### src/rtl/ifetch_pkg.sv
// rtl/ifetch_pkg.sv - shared widths and reset values for the fetch stage
package ifetch_pkg;

  // Word-address width, matching the imem address port.
  localparam int DEF_ADDR_W = 16;

  // Instruction width.
  localparam int DEF_DATA_W = 32;

  // Fetch-queue entries; power of two, at least 2.
  localparam int DEF_FQ_DEPTH = 2;

  // PC loaded on reset.
  localparam logic [DEF_ADDR_W-1:0] DEF_RESET_PC = 16'h0000;

  // Occupancy counter width for a queue of the given depth.
  function automatic int count_width(input int depth);
    return $clog2(depth) + 1;
  endfunction

endpackage

### src/rtl/ifetch_if.sv
// rtl/ifetch_if.sv - fetch-to-decode valid/ready handshake
interface ifetch_if
  import ifetch_pkg::*;
#(
  parameter int ADDR_W = DEF_ADDR_W,
  parameter int DATA_W = DEF_DATA_W
);

  logic              id_valid;
  logic              id_ready;
  logic [DATA_W-1:0] id_instr;
  logic [ADDR_W-1:0] id_pc;

  // Fetch side: presents the queue head.
  modport master (
    output id_valid,
    output id_instr,
    output id_pc,
    input  id_ready
  );

  // Decode side: consumes the queue head.
  modport slave (
    input  id_valid,
    input  id_instr,
    input  id_pc,
    output id_ready
  );

endinterface

### src/rtl/ifetch_fetch_fifo.sv
// rtl/ifetch_fetch_fifo.sv - synchronous fetch queue with flush and unregistered head
module fetch_fifo #(
  parameter int WIDTH = 48,
  parameter int DEPTH = 2
) (
  input  logic                       clk,
  input  logic                       rst,
  input  logic                       flush,
  input  logic                       push,
  input  logic                       pop,
  input  logic [WIDTH-1:0]           wdata,
  output logic [WIDTH-1:0]           head,
  output logic [$clog2(DEPTH):0]     count,
  output logic                       full,
  output logic                       empty
);

  localparam int PTR_W = $clog2(DEPTH);
  localparam int CNT_W = PTR_W + 1;

  logic [WIDTH-1:0] mem [DEPTH];
  logic [PTR_W-1:0] wptr;
  logic [PTR_W-1:0] rptr;
  logic             do_push;
  logic             do_pop;

  assign full    = (count == CNT_W'(DEPTH));
  assign empty   = (count == '0);
  assign do_push = push && !full;
  assign do_pop  = pop && !empty;

  // Head is read straight from storage; an empty queue reads as zero.
  assign head = empty ? '0 : mem[rptr];

  // Pointers and occupancy; reset and flush both empty the queue.
  always_ff @(posedge clk) begin
    if (rst || flush) begin
      wptr  <= '0;
      rptr  <= '0;
      count <= '0;
    end else begin
      if (do_push) wptr <= wptr + PTR_W'(1);
      if (do_pop)  rptr <= rptr + PTR_W'(1);
      if (do_push && !do_pop)
        count <= count + CNT_W'(1);
      else if (do_pop && !do_push)
        count <= count - CNT_W'(1);
    end
  end

  // Entry storage; contents need no reset because count gates visibility.
  always_ff @(posedge clk) begin
    if (do_push && !rst && !flush)
      mem[wptr] <= wdata;
  end

endmodule

### src/rtl/ifetch.sv
// rtl/ifetch.sv - instruction fetch stage: PC, imem address, fetch queue, redirect
module ifetch
  import ifetch_pkg::*;
#(
  parameter int                ADDR_W   = DEF_ADDR_W,
  parameter int                DATA_W   = DEF_DATA_W,
  parameter int                FQ_DEPTH = DEF_FQ_DEPTH,
  parameter logic [ADDR_W-1:0] RESET_PC = DEF_RESET_PC
) (
  input  logic                      clk,
  input  logic                      rst,
  output logic [ADDR_W-1:0]         imem_a,
  input  logic [DATA_W-1:0]         imem_rd,
  input  logic                      halt,
  input  logic                      redirect,
  input  logic [ADDR_W-1:0]         redirect_pc,
  ifetch_if.master                  dec,
  output logic [$clog2(FQ_DEPTH):0] fq_count
);

  localparam int ENTRY_W = DATA_W + ADDR_W;

  logic [ADDR_W-1:0]  pc_q;
  logic [ENTRY_W-1:0] head;
  logic               fq_full;
  logic               fq_empty;
  logic               enq;
  logic               deq;

  // Enqueue depends only on registered state and halt/redirect, never on
  // id_ready, so a same-cycle dequeue cannot open a slot in a full queue.
  assign enq = !halt && !redirect && !fq_full;
  assign deq = dec.id_valid && dec.id_ready;

  // imem is addressed straight from the PC register.
  assign imem_a = pc_q;

  assign dec.id_valid = !fq_empty;
  assign dec.id_instr = head[ENTRY_W-1:ADDR_W];
  assign dec.id_pc    = head[ADDR_W-1:0];

  // PC register: redirect overrides fetch advance; wraps modulo 2^ADDR_W.
  always_ff @(posedge clk) begin
    if (rst)
      pc_q <= RESET_PC;
    else if (redirect)
      pc_q <= redirect_pc;
    else if (enq)
      pc_q <= pc_q + ADDR_W'(1);
  end

  fetch_fifo #(
    .WIDTH (ENTRY_W),
    .DEPTH (FQ_DEPTH)
  ) u_fifo (
    .clk   (clk),
    .rst   (rst),
    .flush (redirect),
    .push  (enq),
    .pop   (deq),
    .wdata ({imem_rd, pc_q}),
    .head  (head),
    .count (fq_count),
    .full  (fq_full),
    .empty (fq_empty)
  );

endmodule

### src/flat_wrapper.sv
// flat-port wrapper written by rule: the top's interface ports become plain ports
module ifetch_flat import ifetch_pkg::*;
#(
  parameter int                ADDR_W   = DEF_ADDR_W,
  parameter int                DATA_W   = DEF_DATA_W,
  parameter int                FQ_DEPTH = DEF_FQ_DEPTH,
  parameter logic [ADDR_W-1:0] RESET_PC = DEF_RESET_PC
)
  (clk, rst, imem_a, imem_rd, halt, redirect, redirect_pc, fq_count, dec_id_valid, dec_id_instr, dec_id_pc, dec_id_ready);
  ifetch_if #(.ADDR_W(ADDR_W), .DATA_W(DATA_W)) dec_i ();
  input  logic clk;
  input  logic rst;
  output logic [ADDR_W-1:0] imem_a;
  input  logic [DATA_W-1:0] imem_rd;
  input  logic halt;
  input  logic redirect;
  input  logic [ADDR_W-1:0] redirect_pc;
  output logic [$clog2(FQ_DEPTH):0] fq_count;
  output wire logic [$bits(dec_i.id_valid)-1:0] dec_id_valid;
  output wire logic [$bits(dec_i.id_instr)-1:0] dec_id_instr;
  output wire logic [$bits(dec_i.id_pc)-1:0] dec_id_pc;
  input wire logic [$bits(dec_i.id_ready)-1:0] dec_id_ready;
  assign dec_id_valid = dec_i.id_valid;
  assign dec_id_instr = dec_i.id_instr;
  assign dec_id_pc = dec_i.id_pc;
  assign dec_i.id_ready = dec_id_ready;
  ifetch #(.ADDR_W(ADDR_W), .DATA_W(DATA_W), .FQ_DEPTH(FQ_DEPTH), .RESET_PC(RESET_PC)) u_core (.clk(clk), .rst(rst), .imem_a(imem_a), .imem_rd(imem_rd), .halt(halt), .redirect(redirect), .redirect_pc(redirect_pc), .dec(dec_i), .fq_count(fq_count));
endmodule
### config.mk
export PLATFORM = sky130hd
export DESIGN_NAME = ifetch_flat
export DESIGN_NICKNAME = d
export VERILOG_FILES = /design/src/rtl/ifetch_pkg.sv /design/src/rtl/ifetch_if.sv /design/src/rtl/ifetch_fetch_fifo.sv /design/src/rtl/ifetch.sv /design/src/flat_wrapper.sv
export SDC_FILE = /design/constraint.sdc
export NUM_CORES = 1
export LEC_CHECK = 0
export CAP_MARGIN = 30
export CORE_MARGIN = 5
export CORE_UTILIZATION = 48
export DETAILED_ROUTE_END_ITERATION = 12
export DONT_BUFFER_PORTS = 1
export GPL_ROUTABILITY_DRIVEN = 0
export PLACE_DENSITY_LB_ADDON = 0.15
export SLEW_MARGIN = 20
export SYNTH_ARGS = -nofsm -noshare
export SYNTH_HDL_FRONTEND = slang
export SYNTH_SLANG_ARGS = --single-unit
### constraint.sdc
create_clock -name clk -period 6.4 [get_ports clk]
set_clock_uncertainty 0.15 [all_clocks]
set_input_delay 0.64 -clock clk [delete_from_list [all_inputs] [get_ports clk]]
set_output_delay 0.64 -clock clk [all_outputs]
set_load 0.1 [all_outputs]
==> impl_metrics.env <==
export IMPL_worst_ep_arrival_time_ns=2.53
export IMPL_placement_rows=36
export IMPL_drc_errors=0
export IMPL_r2r_start="u_core.u_fifo.count[0]$_SDFFE_PP0P_"
export IMPL_critPathMostFrequentCell="buf_4"
export IMPL_timing_final_crit_share=0.518
export IMPL_slew_viol_final=0
export IMPL_worst_hold_slack_ns=0.0523
export IMPL_grt_pass1_wl_um=17000
export IMPL_ioPinCount=120
export IMPL_cp_depth=5
export IMPL_run_status="finished clean"
export IMPL_numCtsBuffers=17
export IMPL_hold_violations=0
export IMPL_area_growth_pct=48.3
export IMPL_dp_cells=535
export IMPL_nFillCells=662
export IMPL_yosys_cell_types_count=33
export IMPL_r2r_slack_ns=3.19
export IMPL_max_freq_ghz=0.302
export IMPL_die_area_um2=11900
export IMPL_clock_latency_ns=0.49
export IMPL_diodes=0
export IMPL_crit_chain="buf_4 -> nor2_4 -> buf_16 -> buf_4 -> inv_1"
export IMPL_dr_pass1_iters=4
export IMPL_drtAntennaViolNets=0
export IMPL_cp_start_kind="register"
export IMPL_crit_buf_inv=4
export IMPL_grt_use_total=0.190
export IMPL_synthTopCellsByArea="edfxtp_1 (61%), mux2i_1 (10%), dfxtp_1 (8.9%), nor2_1 (5.4%), xnor2_1 (1.9%)"
export IMPL_first_global_vias=3198
export IMPL_yosys_area_top_type_share=0.613
export IMPL_cp_endpoint="dec_id_valid"
export IMPL_end_kind="primary output"
export IMPL_r2r_cells=10
export IMPL_first_iter_violations=92
export IMPL_max_clock_path_buffers=2
export IMPL_hp_class="in -> reg"
export IMPL_cts_root_buffer="clkbuf_8"
export IMPL_antenna_found_initial=0
export IMPL_setup_violations_final=0
export IMPL_rsz0062_at_grt="false"
export IMPL_synth_area_um2=4700
export IMPL_total_power_mw=2.29
export IMPL_drive_gt1_frac=0.356
export IMPL_route_detailed_wl_per_inst_um=18.9
export IMPL_cp_startpoint="u_core.u_fifo.count[0]$_SDFFE_PP0P_"
export IMPL_htree_levels=4
export IMPL_nets=477
export IMPL_place_port_buffers=0
export IMPL_max_cap_violations=0
export IMPL_cts_tree="built"
export IMPL_maxSlewHeadroom=0.410
export IMPL_stdcell_count=568
export IMPL_criticalPathCategory="reg -> out"
export IMPL_p_leak_nw=2.35
export IMPL_synth_seq_area_share=0.703
export IMPL_synth_cells=337
export IMPL_ir_drop_mv=0.204
export IMPL_slowest_stage="inv_1"
export IMPL_syn_nets=392
export IMPL_core_area_um2=9640
export IMPL_min_path_cells=1
export IMPL_cts_resized=0
export IMPL_postCtsSetupBuffers=0
export IMPL_dp_hpwl_um=7260
export IMPL_cts_sinks=117
export IMPL_critical_path_max_fanout=22
export IMPL_fin_area_um2=6970
export IMPL_timing_rr_end="u_core.u_fifo.count[1]$_SDFFE_PP0P_"
export IMPL_clk_pin_slew_ns=0.05
export IMPL_required_ns=5.61
export IMPL_place_area_um2=6310
export IMPL_initial_core_util=0.488
export IMPL_fp_dieH_um=109
export IMPL_viasPerCell=5.22
export IMPL_layout_common_cells="edfxtp_1 (96), mux2i_1 (48), nor2_2 (48)"
export IMPL_cts_hold_buffers_added=0
export IMPL_grt_max_degree=49
export IMPL_worstMarginPinSlew_ns=0.884
export IMPL_setup_tns_final_ns=0
export IMPL_period_needed_ns=3.32
export IMPL_syn_avg_cell_area_um2=13.9
export IMPL_ys_ff_latch=117
export IMPL_die_w_um=109
export IMPL_num_vias=2965
export IMPL_grt_overflow=0
export IMPL_crit_family="buffers and inverters"
export IMPL_synth_largest_area_cell="edfxtp_1"
export IMPL_final_common_cell="edfxtp_1"
export IMPL_wirelength_um=10800
export IMPL_slowest_delay_ns=0.50
export IMPL_yosysWarnings=0
export IMPL_pwr_density_cell_nw_per_um2=329
layer usage:
metal	track usage	wire, µm	vias up
li1	-	-	1427
met1	0.221	4120	1449
met2	0.329	5860	87
met3	0.0681	732	2
met4	0.0595	35	0
met5	0	0	-
cell usage after synthesis:
master and instances:
or4_4 1, nor2_1 67, nor2b_1 1, mux2i_1 48
a31oi_1 1, dfxtp_1 21, a311oi_1 7, o21bai_1 1
nor4b_1 2, nand2_1 4, edfxtp_1 96, and2_1 1
nor4_1 4, xor2_1 3, nand3_1 7, buf_2 2
nor3b_1 1, nand4_1 2, or4_1 2, o21ai_0 5
inv_1 5, and3_1 2, ha_1 2, nand4_2 1
nor3_1 8, a211oi_1 8, a21o_1 2, and4_1 1
or3_1 4, buf_1 3, o31ai_1 1, xnor2_1 10
clkbuf_1 14
through the flow:
stage	utilization	worst slack, ns
floorplan	-	1.61
global placement	0.518	2.48
detailed placement	0.654	2.76
CTS	0.720	2.67
global route	0.723	2.96
finish	0.723	3.08
cell families (layout without fill, tap and decap cells):
| kind of cell | count (synthesis) | in the layout | synth area share |
|---|---|---|---|
| AOI/OAI and AO/OA | 25 | 25 | 0.0389 |
| xor gates and xnor gates | 13 | 13 | 0.0242 |
| adders and majority gates | 2 | 2 | 0.00532 |
| buffers and inverters | 24 | 122 | 0.0197 |
| DFF | 117 | 117 | 0.703 |
| muxes | 48 | 48 | 0.102 |
| and+or+nand+nor | 108 | 108 | 0.107 |
power breakdown:
part	internal [mW]	switching [mW]	total, mW
logic	0.134	0.282	0.416
registers	0.849	0.0251	0.874
clock network	0.691	0.311	1.00
total	1.67	0.619	2.29
flip-flops by register name (all words and copies together), names as in the netlist, named ones only:
| signal | count |
|---|---|
| u_core.u_fifo.wptr | 1 |
| u_core.u_fifo.mem | 96 |
| u_core.u_fifo.count | 2 |
| u_core.u_fifo.rptr | 1 |
| u_core.imem_a | 16 |
worst min-delay path by stage:
| stage | slack (ns) | endpoint | start |
|---|---|---|---|
| floorplan | 0.37 | register | u_core.u_fifo.rptr$_SDFFE_PP0P_ |
| global placement | 0.39 | u_core.u_fifo.rptr$_SDFFE_PP0P_ | u_core.u_fifo.rptr$_SDFFE_PP0P_ |
| detailed placement | 0.42 | u_core.u_fifo.rptr$_SDFFE_PP0P_ | u_core.u_fifo.rptr$_SDFFE_PP0P_ |
| CTS | 0.03 | u_core.imem_a[8]$_SDFFE_PP0P_ | rst |
| global route | 0.03 | u_core.imem_a[2]$_SDFFE_PP0P_ | rst |
| finish | 0.05 | u_core.imem_a[8]$_SDFFE_PP0P_ | rst |
final cells by class:
type / count / area (µm²) / share of cell area
multi-input cells: 196 / 1450 / 0.208
clock buffers: 23 / 457 / 0.0655
flip-flops and latches: 117 / 3310 / 0.474
repair buffers: 85 / 1400 / 0.201
clock inverters: 9 / 175 / 0.0251
inverters: 5 / 18.8 / 0.00269
well taps: 133 / 166 / 0.0239
No activity file was read; power rests on OpenSTA's default activity.
